File: src/rtl/cpu_mem_arbiter.sv
// Two-master arbiter for a single SRAM-like port: instruction fetch (m0) and data access (m1).
// One outstanding transaction; define ARB_RR_EN for round-robin, otherwise fixed priority m1 > m0.
module cpu_mem_arbiter #(
  parameter int unsigned ADDR_W = 32,
  parameter int unsigned DATA_W = 32
) (
  input  logic                clk,
  input  logic                resetn,
  input  logic                m0_req,
  input  logic                m0_wr,
  input  logic [DATA_W/8-1:0] m0_wstrb,
  input  logic [ADDR_W-1:0]   m0_addr,
  input  logic [DATA_W-1:0]   m0_wdata,
  output logic                m0_addr_ok,
  output logic                m0_data_ok,
  output logic [DATA_W-1:0]   m0_rdata,
  input  logic                m1_req,
  input  logic                m1_wr,
  input  logic [DATA_W/8-1:0] m1_wstrb,
  input  logic [ADDR_W-1:0]   m1_addr,
  input  logic [DATA_W-1:0]   m1_wdata,
  output logic                m1_addr_ok,
  output logic                m1_data_ok,
  output logic [DATA_W-1:0]   m1_rdata,
  output logic                bus_req,
  output logic                bus_wr,
  output logic [DATA_W/8-1:0] bus_wstrb,
  output logic [ADDR_W-1:0]   bus_addr,
  output logic [DATA_W-1:0]   bus_wdata,
  input  logic                bus_addr_ok,
  input  logic                bus_data_ok,
  input  logic [DATA_W-1:0]   bus_rdata
);

  typedef enum logic [1:0] {StIdle, StAddr, StData} state_e;

  state_e state_q, state_d;
  logic   owner_q, owner_d;
  logic   winner;
  logic   owner_req;

`ifdef ARB_RR_EN
  logic last_grant_q;

  // On contention, hand the port to whoever did not get it last time.
  always_comb begin
    if (m0_req && m1_req) begin
      winner = ~last_grant_q;
    end else begin
      winner = m1_req;
    end
  end

  always_ff @(posedge clk) begin
    if (!resetn) begin
      last_grant_q <= 1'b0;
    end else if (state_q == StIdle && (m0_req || m1_req)) begin
      last_grant_q <= winner;
    end
  end
`else
  assign winner = m1_req;
`endif

  assign owner_req = owner_q ? m1_req : m0_req;

  always_ff @(posedge clk) begin
    if (!resetn) begin
      state_q <= StIdle;
      owner_q <= 1'b0;
    end else begin
      state_q <= state_d;
      owner_q <= owner_d;
    end
  end

  always_comb begin
    state_d    = state_q;
    owner_d    = owner_q;
    bus_req    = 1'b0;
    bus_wr     = 1'b0;
    bus_wstrb  = '0;
    bus_addr   = '0;
    bus_wdata  = '0;
    m0_addr_ok = 1'b0;
    m1_addr_ok = 1'b0;
    m0_data_ok = 1'b0;
    m1_data_ok = 1'b0;
    case (state_q)
      StIdle: begin
        if (m0_req || m1_req) begin
          owner_d = winner;
          state_d = StAddr;
        end
      end
      StAddr: begin
        bus_req   = 1'b1;
        bus_wr    = owner_q ? m1_wr    : m0_wr;
        bus_wstrb = owner_q ? m1_wstrb : m0_wstrb;
        bus_addr  = owner_q ? m1_addr  : m0_addr;
        bus_wdata = owner_q ? m1_wdata : m0_wdata;
        if (bus_addr_ok) begin
          m0_addr_ok = ~owner_q;
          m1_addr_ok = owner_q;
          state_d    = StData;
        end else if (!owner_req) begin
          // Master withdrew before acceptance: abandon the request.
          state_d = StIdle;
        end
      end
      StData: begin
        if (bus_data_ok) begin
          m0_data_ok = ~owner_q;
          m1_data_ok = owner_q;
          state_d    = StIdle;
        end
      end
      default: state_d = StIdle;
    endcase
  end

  assign m0_rdata = m0_data_ok ? bus_rdata : '0;
  assign m1_rdata = m1_data_ok ? bus_rdata : '0;

endmodule
File: config.mk
export PLATFORM = sky130hd
export DESIGN_NAME = cpu_mem_arbiter
export DESIGN_NICKNAME = d
export VERILOG_FILES = /design/src/rtl/cpu_mem_arbiter.sv
export SDC_FILE = /design/constraint.sdc
export NUM_CORES = 1
export LEC_CHECK = 0
export ABC_AREA = 1
export CAP_MARGIN = 10
export CORE_AREA = 5 5 118 120
export CTS_CLUSTER_SIZE = 12
export DETAILED_ROUTE_END_ITERATION = 16
export DIE_AREA = 0 0 123 125
export SYNTH_ARGS = -nofsm -noshare
export SYNTH_HDL_FRONTEND = slang
export SYNTH_SLANG_ARGS = --single-unit
File: constraint.sdc
create_clock -name clk -period 1 [get_ports clk]
set_input_delay 0.15 -clock clk [delete_from_list [all_inputs] [get_ports clk]]
set_output_delay 0.15 -clock clk [all_outputs]
set_load 0.05 [all_outputs]
==> results.txt <==
At the worst endpoint, the required time is 850 ps. Relative to the synthesized area, the layout overhead comes to 381%. The root buffer cell chosen for the clock tree is clkbuf_16. The total negative slack came out at -66800 ps.

The library cells used most frequently in the layout, excluding fill and tap cells, are clkdlybuf4s50_1, nand2_1, buf_12. For this run, the detailed router's first-pass iteration total came to 4. The switching power total came out at 2.41 mW. The floorplan step defined a die boundary enclosing 0.0154 mm². The multi-input combinational cell area came out at 0.00249 mm². The number of levels the H-tree was split into came out at 1. The initial utilization of the core area, before any placement, comes to 0.121. The critical path class is reg -> out. The maximum clock insertion buffer count is 2.

The design area came out at 0.00752 mm². Across all layers, the routed design uses 3618 vias. The site row count is 42. The number of nets in the layout came out at 865.

The final reports fail on setup timing. Buffers inserted during clock tree synthesis total 3. The clock net in this run drives a total of 3 sinks. In the global route stage, overall resource usage came out at 0.173. The number of port buffers came out at 313. Dividing the final minimum period by the clock period gives 1.53.

The wire length of the first global-routing pass came out at 21400 µm. The share of synthesized area spent on multiplexers is 0. The clock period minus final worst setup slack came out at 1530 ps.

The stage delay of the slowest cell on the critical path came out at 340 ps. The headroom to the max-slew limit came out at 0.836. The clock group share of total power came out at 0.131. The region available for standard cell placement spans 0.0129 mm². The proportion of layout cells with a drive suffix above 1 is 0.544.

The total wire length is 14600 µm. For this run, the register share of the synthesized area comes to 0.0384. The post-synth design cell area is 0.00156 mm². The insertion delay of the later-clocked pin in the worst-skew pair came out at 220 ps. Dividing the detail-routed via count by the number of cells gives 4.19. After detailed routing, the number of remaining DRC violations is 0.

The post-synthesis instance total came out at 362. The number of max-capacitance violations reported came out at 0. The post-placement cell area came out at 0.00661 mm². Entering global routing, the biggest net connects 21 pins. STA classifies the critical path endpoint as a primary output. The number of hold buffers added after CTS is 0. Of all nets on the critical path, the largest fanout is 17.

Of the total synthesized cell area, the portion taken by full adders, half adders and majority gates is 0. The antenna cell count is 0. The critical path goes through inv_4 > nor2_4 > nand3_2 > buf_12 > nor2_2 > buf_12.

After synthesis, the largest family of logic cells by area is simple AND/OR/NAND/NOR gates. The kind of path behind the tightest hold check is in -> reg. The worst ir drop on vdd came out at 466 µV. After global routing the overflow that remains totals 0.

The final setup violation count is 141. STA puts the critical path data arrival time at 1380 ps. The post-synth net total came out at 538. The filler cell count in the final layout is 1073.

The vertical extent of the die came out at 125 µm. Setup repair after global routing could not meet its margin everywhere. Counting stages on the worst path, the most repeated cell is buf_12. The core utilization of the finished layout came out at 0.584. The post-route antenna net violation count came out at 0. The number of antenna violations at the first check in global routing came to 0. The maximum achievable frequency is 652 MHz. The clock-pin transition on the worst setup and hold timing paths is 30 ps. The overall power consumption is 4.91 mW. The number of distinct library cells after synthesis is 15. The compound-gate portion of the synthesized area came out at 0.234. The average footprint of a synthesized cell came out at 4.32 µm². The combinational power share came out at 0.837.

The leakage power is 2.94 nW. The first routing iteration left 77 violations. STA classifies the critical path startpoint as a register. The routed wirelength normalized by instance count is 16.9 µm. The final count of hold timing violations is 0. The number of global-route vias before repair is 4049. The count of warnings emitted by yosys is 0. Dividing total power by cell area gives a power density of 653 mW/mm². TritonCTS built the clock tree. Of the total synthesized cell area, the portion taken by XOR and XNOR cells is 0.

The largest individual stage delay along the critical path comes from the cell dfxtp_2. The run finished, with violations left. The die extent in x is 123 µm. The total internal power is 2.50 mW. The half-perimeter wire length after placement came out at 11800 µm. The max-slew violation count is 0. Of the total power, registers draw 0.032. The sequential cell area is 68.8 µm².

The library cell used most frequently in the layout, excluding fill and tap cells, is clkdlybuf4s50_1. The post-synthesis share of cell area spent on and, or, nand and nor gates came out at 0.542. The number of synthesized register bits is 3. The placer's final routability congestion estimate is 0.817. The smallest hold slack came out at 493 ps.

The slew at the pin closest to its max-slew limit is 247 ps. The I/O pin count came out at 314. Of the total power, the share spent switching nets is 0.491.

After layout, the worst setup slack is -535 ps. Across the routed clock network, the largest skew measured is 0.654 ps.
==> area by class of cell <==
cell class              count  area share
clock buffers               4      0.0105
inverters                  39      0.0220
multi-input cells         292       0.331
flip-flops and latches      3     0.00915
well taps                 176      0.0293
repair buffers            350       0.598
==> metal layers <==
layer / global-route usage / share of wire
met3: 0.0700 / 0.12
met1: 0.167 / 0.32
met5: 0 / 0
met2: 0.345 / 0.55
met4: 0.0235 / 0.013
==> kinds of logic (layout without fill, tap and decap cells) <==
kind of cell / count (synthesis) / in the layout
simple gates: 219 / 219
compound gates: 73 / 73
buf+inv: 67 / 393
flops: 3 / 3
==> cell usage after synthesis, drive strengths merged <==
library cell    n  area (µm²)
o21ai           1        5.00
clkbuf          3        11.3
inv            39         146
nand2         148         558
a21oi          72         360
nand3           2        20.0
dfxtp           3        60.1
nor2           69         269
buf            25         134
==> worst max-delay path: cells and delay by family (launching register included) <==
kind | cells | cell delay, ps
and+or+nand+nor | 3 | 400
DFF | 1 | 340
buffers and inverters | 3 | 420
==> through the flow <==
| stage | setup slack [ps] | instances |
|---|---|---|
| finish | -535 | 864 |
| global route | -577 | 864 |
| CTS | -557 | 860 |
| detailed placement | -620 | 851 |
| global placement | -621 | 851 |
| floorplan | -383 | 362 |
==> state kept, by name, summed over array words and instances (netlist names) <==
| name | flops |
|---|---|
| owner_q | 1 |
| state_q | 2 |
==> path summary, 6_finish.rpt <==
check	slack (ps)	cells after the start	from	end
max reg2reg	-250	8	owner_q$_SDFFE_PN0P_	state_q[0]$_SDFFE_PN0P_
max	-530	6	state_q[1]$_SDFFE_PN0P_	m0_rdata[0]
min reg2reg	570	3	state_q[1]$_SDFFE_PN0P_	owner_q$_SDFFE_PN0P_
min	490	4	bus_data_ok	state_q[1]$_SDFFE_PN0P_
==> power by group through the flow <==
stage	sequential, mW	combinational (mW)	clock [mW]
6_report	0.157	4.11	0.641
5_1_grt	0.159	4.31	0.652
4_1_cts	0.160	3.93	0.644
3_5_place_dp	0.154	3.60	0
3_3_place_gp	0.154	3.56	0
2_1_floorplan	0.147	2.15	0
==> what timing repair did <==
| action | CTS | global route |
|---|---|---|
| resized for setup | 116 | 78 |
| cloned | 2 | 2 |
| pin swaps | 2 | 7 |
| hold endpoints to repair | 0 | 0 |
| buffers inserted | 3 | 2 |
| setup endpoints to repair | 141 | 141 |
No activity file was read; power rests on OpenSTA's default activity.
